==> config.mk <==
export PLATFORM = sky130hd
export DESIGN_NAME = uart_tx_scheduler
export DESIGN_NICKNAME = d
export VERILOG_FILES = /design/src/rtl/uart_pkg.sv /design/src/rtl/rr_arbiter.sv /design/src/rtl/uart_tx_scheduler.sv
export SDC_FILE = /design/constraint.sdc
export NUM_CORES = 1
export LEC_CHECK = 0
export BUFFER_PORTS_ARGS = -buffer_cell sky130_fd_sc_hd__buf_4
export CAP_MARGIN = 20
export CELL_PAD_IN_SITES_DETAIL_PLACEMENT = 2
export CELL_PAD_IN_SITES_GLOBAL_PLACEMENT = 2
export CORE_MARGIN = 10
export CORE_UTILIZATION = 30
export CTS_BUF_LIST = sky130_fd_sc_hd__clkbuf_16
export DETAILED_ROUTE_END_ITERATION = 6
export PLACE_DENSITY_LB_ADDON = 0.1
export SYNTH_ARGS = -nofsm -noshare
export SYNTH_HDL_FRONTEND = slang
export SYNTH_SLANG_ARGS = --single-unit
==> constraint.sdc <==
create_clock -name clk -period 3.5 [get_ports clk]
set_clock_uncertainty 0.1 [all_clocks]
set_input_delay 0.875 -clock clk [delete_from_list [all_inputs] [get_ports clk]]
set_output_delay 0.875 -clock clk [all_outputs]
set_load 0.005 [all_outputs]
==> src/rtl/uart_pkg.sv <==
// Shared definitions for the UART transmit scheduler: frame constants, TX state encoding and parity.
package uart_pkg;

    localparam int unsigned DATA_BITS         = 7;
    localparam int unsigned IDX_W             = $clog2(DATA_BITS);
    localparam logic        START_SIG_DEFAULT = 1'b0;

    typedef enum logic [2:0] {
        IDLE   = 3'd0,
        START  = 3'd1,
        PARITY = 3'd2,
        DATA   = 3'd3,
        STOP   = 3'd4
    } tx_state_e;

    // Even parity is the XOR of the data; odd parity is its complement.
    function automatic logic parity_bit(input logic [DATA_BITS-1:0] data, input logic odd);
        return (^data) ^ odd;
    endfunction

endpackage

==> src/rtl/rr_arbiter.sv <==
// Round-robin arbiter: combinational winner search from pointer+1 upward, registered pointer.
module rr_arbiter
    import uart_pkg::*;
#(
    parameter  int unsigned N_REQ = 4,
    localparam int unsigned ID_W  = $clog2(N_REQ)
) (
    input  logic             clk,
    input  logic             rstN,
    input  logic [N_REQ-1:0] req,
    input  logic             en,
    output logic [ID_W-1:0]  winner,
    output logic             valid
);

    logic [ID_W-1:0] ptr;
    logic [ID_W-1:0] cand;

    // Pointer starts at the last requester so requester 0 wins first after reset.
    always_ff @(posedge clk) begin
        if (!rstN) begin
            ptr <= ID_W'(N_REQ - 1);
        end else if (en) begin
            ptr <= winner;
        end
    end

    always_comb begin
        winner = '0;
        valid  = 1'b0;
        cand   = '0;
        for (int unsigned k = 1; k <= N_REQ; k++) begin
            cand = ID_W'((32'(ptr) + k) % N_REQ);
            if (!valid && req[cand]) begin
                valid  = 1'b1;
                winner = cand;
            end
        end
    end

endmodule

==> src/rtl/uart_tx_scheduler.sv <==
// Shares one serial TX line between N_REQ requesters; frames are start, parity, 7 data bits LSB first,
// stop, followed by at least one idle cycle.
module uart_tx_scheduler
    import uart_pkg::*;
#(
    parameter  int unsigned N_REQ      = 4,
    parameter  logic        START_SIG  = START_SIG_DEFAULT,
    parameter  logic        ODD_PARITY = 1'b0,
    localparam int unsigned ID_W       = $clog2(N_REQ)
) (
    input  logic                       clk,
    input  logic                       rstN,
    input  logic [N_REQ-1:0]           req,
    input  logic [DATA_BITS*N_REQ-1:0] data_in,
    output logic [N_REQ-1:0]           ack,
    output logic [ID_W-1:0]            grant_id,
    output logic                       busy,
    output logic                       done,
    output logic                       s_out
);

    tx_state_e             state, state_nxt;
    logic [IDX_W-1:0]      idx, idx_nxt;
    logic                  grant;
    logic [ID_W-1:0]       arb_winner;
    logic                  arb_valid;
    logic [DATA_BITS-1:0]  data_q;
    logic                  parity_q;
    logic [DATA_BITS-1:0]  words [N_REQ];

    logic [N_REQ-1:0]      ack_nxt;
    logic [ID_W-1:0]       grant_id_nxt;
    logic                  busy_nxt;
    logic                  done_nxt;
    logic                  s_out_nxt;

    for (genvar i = 0; i < N_REQ; i++) begin : g_words
        assign words[i] = data_in[DATA_BITS*i +: DATA_BITS];
    end

    rr_arbiter #(
        .N_REQ (N_REQ)
    ) u_arb (
        .clk    (clk),
        .rstN   (rstN),
        .req    (req),
        .en     (grant),
        .winner (arb_winner),
        .valid  (arb_valid)
    );

    // State register.
    always_ff @(posedge clk) begin
        if (!rstN) begin
            state <= IDLE;
            idx   <= '0;
        end else begin
            state <= state_nxt;
            idx   <= idx_nxt;
        end
    end

    // Next state: requests are only looked at in IDLE, so every frame is followed by an idle cycle.
    always_comb begin
        state_nxt = state;
        idx_nxt   = idx;
        grant     = 1'b0;
        case (state)
            IDLE: begin
                if (arb_valid) begin
                    grant     = 1'b1;
                    state_nxt = START;
                end
            end
            START:  state_nxt = PARITY;
            PARITY: begin
                state_nxt = DATA;
                idx_nxt   = '0;
            end
            DATA: begin
                if (idx == IDX_W'(DATA_BITS - 1)) begin
                    state_nxt = STOP;
                end else begin
                    idx_nxt = idx + IDX_W'(1);
                end
            end
            STOP:    state_nxt = IDLE;
            default: state_nxt = IDLE;
        endcase
    end

    // Outputs for the upcoming state, registered alongside it so s_out tracks the current state.
    always_comb begin
        s_out_nxt    = ~START_SIG;
        busy_nxt     = 1'b0;
        done_nxt     = 1'b0;
        ack_nxt      = '0;
        grant_id_nxt = grant_id;
        if (grant) begin
            ack_nxt[arb_winner] = 1'b1;
            grant_id_nxt        = arb_winner;
        end
        case (state_nxt)
            START: begin
                s_out_nxt = START_SIG;
                busy_nxt  = 1'b1;
            end
            PARITY: begin
                s_out_nxt = parity_q;
                busy_nxt  = 1'b1;
            end
            DATA: begin
                s_out_nxt = data_q[idx_nxt];
                busy_nxt  = 1'b1;
            end
            STOP: begin
                s_out_nxt = ~START_SIG;
                busy_nxt  = 1'b1;
                done_nxt  = 1'b1;
            end
            default: ;
        endcase
    end

    // Word and parity are captured once at the grant edge; later data_in changes are ignored.
    always_ff @(posedge clk) begin
        if (!rstN) begin
            data_q   <= '0;
            parity_q <= 1'b0;
        end else if (grant) begin
            data_q   <= words[arb_winner];
            parity_q <= parity_bit(words[arb_winner], ODD_PARITY);
        end
    end

    always_ff @(posedge clk) begin
        if (!rstN) begin
            s_out    <= ~START_SIG;
            ack      <= '0;
            done     <= 1'b0;
            busy     <= 1'b0;
            grant_id <= '0;
        end else begin
            s_out    <= s_out_nxt;
            ack      <= ack_nxt;
            done     <= done_nxt;
            busy     <= busy_nxt;
            grant_id <= grant_id_nxt;
        end
    end

endmodule

### After elaboration in Yosys (flattened, before gate mapping)

Cells that the tools add are included.
W data, S select, Z words.

* flip-flop bits (word level): 25
* bits of input ports: 34
* output and inout bits: 9
* word-level logic and storage cells: 76

* add/sub/neg operators: 5
* magnitude comparators: 8
* equality and inequality tests: 8
* multiplexer cells: 33
* bitwise logic cells: 1
* reductions and logical operators: 11

Operators with widths (count)
* $lt A2 B3 Y1 const B: 5
* $bmux W7 S2: 1
* $mux W1: 14
* $mux W7: 2
* $eq A3 B2 Y1 const B: 4
* $pmux W3 S4: 1
* $mux W3: 3
* $bmux W1 S2: 4
* $mux W2: 4
* $reduce_xor A7 Y1: 1
* $eq A3 B1 Y1 const B: 2
* $eq A3 B3 Y1 const B: 2
* $pmux W3 S2: 1
* $add A2 B1 Y2 const B: 2
* $add A2 B2 Y2 const B: 2
* $logic_and A1 B1 Y1: 4
* $lt A3 B4 Y1 const B: 1
* $reduce_or A4 Y1: 1
* $add A3 B1 Y3 const B: 1
* $bmux W1 S3: 1
* $ge A3 B3 Y1 const B: 1
* $logic_not A1 Y1: 3
* $logic_not A3 Y1: 1
* $not A2 Y3: 1
* other kinds (4): 4

### Longest topological paths before layout

Gate-level depths: netlist of the first run.

* word-level depth: 18
* depth in mapped cells: 11
* depth with buffers taken out: 10

### By module

Synthesis of the first run repeated with hierarchy kept, for this count alone.

* cells, all modules: 146
* area, all modules: 1357.6 sq um

By module, submodules not included
* uart_tx_scheduler: times used 1, cells each 123, area an instance 1177.4 sq um
* rr_arbiter: times used 1, cells each 23, area an instance 180.2 sq um

### Worst setup path before layout of the first run

Ideal clock, no wire load.

* kind: in2reg
* from: input port req[1]
* to: register parity_q
* library setup time: 147 ps
* arrival: 2397 ps
* required time: 3253 ps
* setup slack: 856 ps
* cell stages on the path: 11
* path buffers: 2
* cell sequence: o21a_1 o21ai_1 o211a_1 buf_6 buf_8 a21oi_1 a32o_2 xnor2_1 xnor2_1 xnor2_1 a21oi_1

* cells in the longest elaborated chain, start to end: 17

RTL lines
* start: declaration: RTL line uart_tx_scheduler.sv:13 `input logic [N_REQ-1:0] req,`
* $bmux W1 S2: RTL line rr_arbiter.sv:34 `if (!valid && req[cand]) begin`
* $mux W1 (implied by the code): RTL line rr_arbiter.sv:34
* $mux W1: RTL line rr_arbiter.sv:34
* $logic_not A1 Y1: RTL line rr_arbiter.sv:34
* $logic_and A1 B1 Y1: RTL line rr_arbiter.sv:34
* $mux W1: RTL line rr_arbiter.sv:34
* $logic_not A1 Y1: RTL line rr_arbiter.sv:34
* $logic_and A1 B1 Y1: RTL line rr_arbiter.sv:34
* $mux W1: RTL line rr_arbiter.sv:34
* $logic_not A1 Y1: RTL line rr_arbiter.sv:34
* $logic_and A1 B1 Y1: RTL line rr_arbiter.sv:34
* $mux W2: RTL line rr_arbiter.sv:34
* $not A2 Y3 (implied by the code): RTL line uart_tx_scheduler.sv:132 `parity_q <= parity_bit(words[arb_winner], ODD_PARITY);`
* $bmux W7 S2: RTL line uart_tx_scheduler.sv:132
* $mux W7 (implied by the code) (2 in series): RTL line uart_tx_scheduler.sv:132
* $reduce_xor A7 Y1: RTL line uart_pkg.sv:18 `return (^data) ^ odd;`
* end signal: assignment: RTL line uart_tx_scheduler.sv:132
* end: declaration: RTL line uart_tx_scheduler.sv:28 `logic parity_q;`

Parallel ways exist; a longest one is shown, timed or not. The select of a mux whose other input is x is not followed.
A chain may end at the register's enable or synchronous reset.

### Final worst setup path of the first run

Same ends and word-level chain as after synthesis.

==> results of run 1 <==
==> metrics by stage <==
step | area [µm²] | worst slack (ns) | util | cells
finish | 1800 | 0.593 | 0.410 | 259
global route | 1800 | 0.399 | 0.410 | 259
CTS | 1790 | 0.554 | 0.408 | 258
detailed placement | 1710 | 0.284 | 0.389 | 254
global placement | 1710 | 0.378 | 0.389 | 254
floorplan | 1370 | 0.856 | - | 166
==> path summary, 6_finish.rpt <==
check | end
worst max-delay path | parity_q
worst min-delay path | grant_id[1]
worst max register to register | parity_q
worst min register to register | grant_id[1]
==> final cells by class <==
class,count,area share
clock buffer,3,0.0418
multi-input combinational,129,0.443
clock inverter,1,0.00418
sequential,25,0.279
inverter,4,0.00836
timing repair buffer,45,0.188
tap,52,0.0362
==> worst max-delay path, cell delays in order <==
cell and delay (ns):
sky130_fd_sc_hd__buf_4 0.13, sky130_fd_sc_hd__o21a_1 0.19, sky130_fd_sc_hd__o21ai_1 0.17, sky130_fd_sc_hd__o211a_1 0.54, sky130_fd_sc_hd__a21oi_1 0.15, sky130_fd_sc_hd__a32o_2 0.28
sky130_fd_sc_hd__xnor2_1 0.18, sky130_fd_sc_hd__xnor2_1 0.17, sky130_fd_sc_hd__xnor2_1 0.14, sky130_fd_sc_hd__a21oi_1 0.08
==> power breakdown <==
part / leakage (nW) / total (W) / switching (W) / internal, W
clock: 0.0371 / 0.000255 / 0.0000999 / 0.000155
combinational: 0.546 / 0.000320 / 0.000159 / 0.000161
sequential: 0.206 / 0.000349 / 0.0000276 / 0.000321
==> routing by layer <==
layer,wire length [µm],vias up,GRT usage,share of wire
met5,0,-,0,0
met1,1760,660,0.129,0.38
met4,17,0,0.0174,0.0036
met2,2720,16,0.257,0.58
li1,-,677,-,-
met3,168,2,0.0344,0.036
==> synthesized netlist by cell type (2+ instances only) <==
master,number
sky130_fd_sc_hd__mux2_2,2
sky130_fd_sc_hd__and2_1,3
sky130_fd_sc_hd__mux2i_1,5
sky130_fd_sc_hd__nor3b_1,3
sky130_fd_sc_hd__o21ai_0,7
sky130_fd_sc_hd__a21oi_1,25
sky130_fd_sc_hd__nand2_1,29
sky130_fd_sc_hd__and3_1,2
sky130_fd_sc_hd__nor2_1,7
sky130_fd_sc_hd__clkbuf_1,3
sky130_fd_sc_hd__nor4_1,2
sky130_fd_sc_hd__nand2b_1,4
sky130_fd_sc_hd__buf_6,2
sky130_fd_sc_hd__o22ai_1,4
sky130_fd_sc_hd__a32o_2,6
sky130_fd_sc_hd__a21boi_0,3
sky130_fd_sc_hd__inv_1,4
sky130_fd_sc_hd__o21ai_1,2
sky130_fd_sc_hd__ha_1,2
sky130_fd_sc_hd__xnor2_1,6
sky130_fd_sc_hd__dfxtp_1,25
sky130_fd_sc_hd__nor2b_1,4
sky130_fd_sc_hd__a211oi_1,2
==> cell families after synthesis <==
family                   count (synthesis)  synth area share
AO/OA/AOI/OAI                           55             0.257
XOR/XNOR                                 6            0.0383
adder cells (fa/ha/maj)                  2            0.0182
buffers and inverters                   12            0.0556
flip-flops                              25             0.365
multiplexers                             7            0.0529
AND/OR/NAND/NOR                         59             0.213
==> flip-flops by register name (all words and copies together) (netlist names) <==
register   flops
data_q         7
state          3
u_arb.ptr      2
parity_q       1
idx            3
grant_id       2
busy           1
ack            4
s_out          1
done           1
==> results.txt, run 1 <==
The final critical-path required period is 2.91 ns. The count of unique library cells instantiated by Yosys came out at 37. The worst hold path passes through 2 cells. Input and output buffers added on the ports amount to 42. The placeable core region came out at 0.00438 mm². The gate count after technology mapping is 166. The share of post-route cells with drive strength above 1 came out at 0.285. The library cells used most frequently in the layout, excluding fill and tap cells, are sky130_fd_sc_hd__buf_4, sky130_fd_sc_hd__nand2_1, sky130_fd_sc_hd__a21oi_1, sky130_fd_sc_hd__dfxtp_1. The endpoint type of the worst setup path is a flop. By area the synthesized netlist is led by sky130_fd_sc_hd__dfxtp_1, sky130_fd_sc_hd__a21oi_1, sky130_fd_sc_hd__nand2_1. Registers take 500 µm². After detailed routing, the total wire length is 4670 µm. The final routed wire length divided by cell count is 18.0 µm. The share of flip-flops with an asynchronous set or reset is 0. The critical path startpoint is req[1].

The height of the chip came out at 87.6 µm. The remaining antenna violation count is 0. The cell accounting for the most synthesized area is sky130_fd_sc_hd__dfxtp_1. The max-slew violation count is 0. Row generation in the floorplan step produced 24 rows. At the pin with the least slew margin, the transition time is 0.950 ns. The root buffer cell chosen for the clock tree is sky130_fd_sc_hd__clkbuf_16. For this run, the total global-route usage over all layers was measured as 0.128. Setup repair after global routing left no endpoint under its margin. The antenna cell count is 0. The critical path in this run is classified as in -> reg. The total power of the final layout is 0.000924 W. Entering global routing, the biggest net connects 18 pins.

The worst register-to-register path has a setup slack of 1.05 ns. Of the synthesized area, sequential elements account for 0.365. The number of DRC markers after the initial detailed-route iteration is 31. The share of the clock period used by the worst path came out at 0.830. The worst slew margin relative to its limit came out at 0.361. The number of synthesized flops with an enable pin is 0. The total negative slack for setup checks came out at 0 ns. Once the clock tree was built, the setup fixing pass inserted 0 buffers. The number of cells traversed by the worst register-to-register path is 9. Based on the critical path, the design can be clocked at up to 344 MHz.

The flop and latch count out of synthesis came out at 25. The beginning of the worst register-to-register path is u_arb.ptr[0]. The number of fill cells in the layout came out at 498.

Using the TritonRoute via totals, the vias-per-cell ratio works out to 5.23. The area of the die is 0.00768 mm². Summed over all cells, the static leakage comes to 0.790 nW. The count of boundary I/O pins is 43. The clock tree from TritonCTS is done. The synthesized netlist net count came out at 202. The number of synthesis warnings is 0. The maximum resistive drop on vdd is 0.255 mV. Buffers inserted to repair hold after CTS numbered 0.

The synthesis-to-layout area growth came out at 30.9%. The path class of the tightest hold or removal check is reg -> reg. The critical path arrival came out at 2.91 ns. The residual DRC count is 0. The via count of the first global-routing pass is 1553. In this run the number of H-tree levels came out at 1.

The layout net count is 244. The maximum number of buffers from clock root to sink came out at 2. The latest clock arrival within the worst-skew pair came out at 0.26 ns.

The worst slack on hold paths came out at 0.374 ns. The maximum net fanout on the critical path is 17. The TritonCTS buffer count came out at 3. Across all layers, the routed design uses 1355 vias. The total half-perimeter wirelength after legalization and detailed placement came out at 3770 µm. The final hold violation count is 0. The initial utilization of the core area, before any placement, comes to 0.313. The mean instance size in the synthesized netlist is 8.27 µm². The worst setup path is launched from an input port. The flow ran to the end, and the final reports show no timing, DRC or antenna violations.

The clock input transition at the sequential cells of the worst setup and hold paths is 0.06 ns. After global routing the overflow that remains totals 0. The final weighted congestion in routability-driven placement came out at 0.789. The share of synthesized area in the top cell type comes to 0.365. The worst hold path startpoint is grant_id[1]. The post-synth design cell area is 0.00137 mm². The floorplan die width came out at 87.6 µm. Across the run, the number of max-cap violations was 0. The length of the first detailed-routing pass in iterations is 4. The multi-input gate area in the final layout came out at 796 µm².

The total setup violations reported at the end of the flow came out at 0. The total power divided by cell area is 514 mW/mm². The initial antenna violation count is 0. STA puts the critical path data required time at 3.50 ns.

The first global-routing pass estimated 7910 µm of wire. The flip-flop cell with the highest count after synthesis is sky130_fd_sc_hd__dfxtp_1. Clock tree synthesis found a total of 25 sinks. The commonest non-fill, non-tap cell in the layout is sky130_fd_sc_hd__buf_4. The number of cells upsized or downsized after cts is 0.
(Power assumes the default switching activity.)
==> run 2, diff against run 1 <==
--- a/config.mk
+++ b/config.mk
@@ -10,7 +10,7 @@
 export CELL_PAD_IN_SITES_DETAIL_PLACEMENT = 2
 export CELL_PAD_IN_SITES_GLOBAL_PLACEMENT = 2
 export CORE_MARGIN = 10
-export CORE_UTILIZATION = 30
+export CORE_UTILIZATION = 28
 export CTS_BUF_LIST = sky130_fd_sc_hd__clkbuf_16
 export DETAILED_ROUTE_END_ITERATION = 6
 export PLACE_DENSITY_LB_ADDON = 0.1
==> constraint.sdc (replaced) <==
create_clock -name clk -period 2.9 [get_ports clk]
set_clock_uncertainty 0.1 [all_clocks]
set_input_delay 0.725 -clock clk [delete_from_list [all_inputs] [get_ports clk]]
set_output_delay 0.725 -clock clk [all_outputs]
set_load 0.005 [all_outputs]
==> run 2 against run 1 <==
  * Critical path depth did not move
  * Die area rose by 5.5%
  * Final area rose by 2.6%
  * Largest cell class unchanged
  * Total power rose by 22%
  * Combinational power rose by 23%
==> results.txt, run 2 (synthesized netlist as in run 1, its figures left out) <==
Subtracting the final worst setup slack from the clock period gives 2.64 ns. The total global-route track usage came out at 0.109 (-0.0192). The required time of the worst setup path is 2.91 ns (-0.59 ns). The number of non-filler instances in the completed layout is 276 (+6.6%). The share of the clock period used by the worst path came out at 0.911. For this design, the slowest cell found on the critical path is sky130_fd_sc_hd__o211a_1. The via count of the first global-routing pass was 1514 (-2.5%). The number of cells upsized or downsized after cts came out at 0 (unchanged). The routed wire length is 4430 µm (-5.2%). The largest registers in the layout are data_q (7), ack (4). The final hold violation count came out at 0 (unchanged). The placeable core region came out at 0.00472 mm² (+7.7%). The final routed wire length divided by cell count was 16.0 µm (-11%). The max-slew violation count is 0 (unchanged). The overflow left after global routing is 0 (unchanged). The critical path arrival came out at 2.65 ns (-0.26 ns).

The area of the die came out at 0.00810 mm² (+5.5%). The worst setup path is captured at a flop. The initial antenna violation count is 0 (unchanged).

The total negative slack for setup checks is 0 ns (unchanged). Counting stages on the worst path, the most repeated cell is sky130_fd_sc_hd__xnor2_1. The critical setup path kind is in -> reg.

The clock tree from TritonCTS is done. The cell at the root of the clock tree is sky130_fd_sc_hd__clkbuf_16. The leakage component of the power came to 0.805 nW (+2.0%).

The flow ran to the end, and the final reports show no timing, DRC or antenna violations. Leaving out fill and tap cells, the most frequent cell in the layout is sky130_fd_sc_hd__buf_4. The total setup violations reported at the end of the flow was 0 (unchanged).

The latest clock arrival within the worst-skew pair came to 0.26 ns (about the same). The library cells used most frequently in the layout, excluding fill and tap cells, are sky130_fd_sc_hd__buf_4, sky130_fd_sc_hd__nand2_1, sky130_fd_sc_hd__a21oi_1, sky130_fd_sc_hd__dfxtp_1. Among cell families on the critical path, the largest total delay comes from compound AO/OA/AOI/OAI gates. The maximum resistive drop on vdd came out at 0.250 mV (-1.9%). The largest net degree at the start of global routing is 18 (unchanged). The peak clock frequency supported by timing is 379 MHz. The floorplan die width came out at 90.0 µm (+2.7%). The tightest min-delay check is of the reg -> reg type.

Compared with the post-synthesis result, the final layout area differs by 34.3%. The layout net count is 246 (+0.82%). The longest individual stage delay on the worst path is 0.43 ns (-0.11 ns). The via total after detailed routing is 1377 (+1.6%). The number of placement rows came out at 25 (+4.2%). The number of flip-flops in the largest register came out at 7 (unchanged). The sink count of the clock tree is 25 (unchanged). The remaining antenna violation count is 0 (unchanged).

The register with the most flip-flops in the final layout is data_q. The cell count after placement came out at 272 (+7.1%). The quantity of I/O buffers inserted on ports is 42 (unchanged). The height of the chip was 90.0 µm (+2.7%). The number of DRC markers after the initial detailed-route iteration came out at 45 (+45%). The final weighted congestion in routability-driven placement was 0.717 (-9.2%).

The actual slew at the worst max-slew pin came out at 0.841 ns (-0.110 ns). The antenna cell count is 0 (unchanged). Setup repair after global routing left no endpoint under its margin. The TritonCTS buffer count came to 3 (unchanged).

The total power divided by cell area came out at 614 mW/mm² (+19%). The worst slew margin relative to its limit came out at 0.435 (+0.0736). The length of the first detailed-routing pass in iterations is 4 (unchanged). The initial core utilization came out at 0.291 (-0.0225). The post-cts hold buffer count came out at 0 (unchanged). The number of levels the H-tree was split into is 1 (unchanged). The share of post-route cells with drive strength above 1 is 0.292 (+0.00684). The number of max-capacitance violations reported was 0 (unchanged).

The residual DRC count was 0 (unchanged). The maximum number of buffers from clock root to sink came out at 2 (unchanged). The total setup buffers inserted after CTS came to 0 (unchanged). The count of boundary I/O pins is 43 (unchanged). The first-pass GRT wire length came out at 7450 µm (-5.9%). The total half-perimeter wirelength after legalization and detailed placement is 3620 µm (-3.8%). The critical path goes through buf_4 -> o21a_1 -> o21ai_1 -> o211a_1 -> a21oi_1 -> a32o_2 -> xnor2_1 -> xnor2_1 -> xnor2_1 -> a21oi_1.

The critical path buffer and inverter count came out at 1 (unchanged). STA classifies the critical path startpoint as an input port. The clock input transition at the sequential cells of the worst setup and hold paths came out at 0.07 ns (about the same). The per-cell via count in the routed design came to 4.99 (-4.6%). The maximum net fanout on the critical path came out at 13 (-4).
[run 2: cell count changes in the layout (fill, tap and decap cells not counted), sizes merged]
cell  previous run  this run
buf             45        47
[run 2: tightest hold or removal path: cells and delay by family (launching register included)]
kind,cells,cell delay [ns]
and+or+nand+nor,1,0.05
AOI/OAI and AO/OA,1,0.06
DFF,1,0.31
[run 2: through the flow]
stage | worst slack [ns] | hold slack (ns) | util | total power [W] | area [µm²]
after floorplan | 0.406 | 0.360 | - | 0.000704 | 1370
after global placement | 0.0526 | 0.352 | 0.373 | 0.000812 | 1760
after detailed placement | -0.0432 | 0.362 | 0.373 | 0.000829 | 1760
after CTS | 0.238 | 0.371 | 0.390 | 0.00115 | 1840
after global routing | 0.0986 | 0.407 | 0.390 | 0.00121 | 1840
final | 0.258 | 0.369 | 0.390 | 0.00113 | 1840
[run 2: power breakdown]
group          switching (W)  leakage, nW  internal, W  total (W)
Sequential         0.0000314        0.206     0.000388   0.000419
Combinational       0.000189        0.562     0.000205   0.000394
Clock               0.000130       0.0371     0.000188   0.000317
[run 2: worst paths after layout]
check / start / end / slack (ns) / cells past startpoint
worst max-delay path: req[1] / parity_q / 0.26 / 10
worst min register to register: grant_id[0] / grant_id[0] / 0.37 / 2
worst max register to register: u_arb.ptr[1] / parity_q / 0.44 / 10
worst min-delay path: grant_id[0] / grant_id[0] / 0.37 / 2
[run 2: cell type report]
class                   count  area (µm²)
clock buffers               3        75.1
multi-input cells         129         796
clock inverters             1        7.51
flip-flops and latches     25         500
fillers                   537        2880
well taps                  67        83.8
inverters                   4        15.0
repair buffers             47         365
[run 2: per-layer routing]
layer | track usage | share of wire | up-vias
met5 | 0 | 0 | -
li1 | - | - | 674
met3 | 0.0316 | 0.034 | 2
met4 | 0.0239 | 0.0050 | 0
met1 | 0.113 | 0.42 | 680
met2 | 0.209 | 0.55 | 21
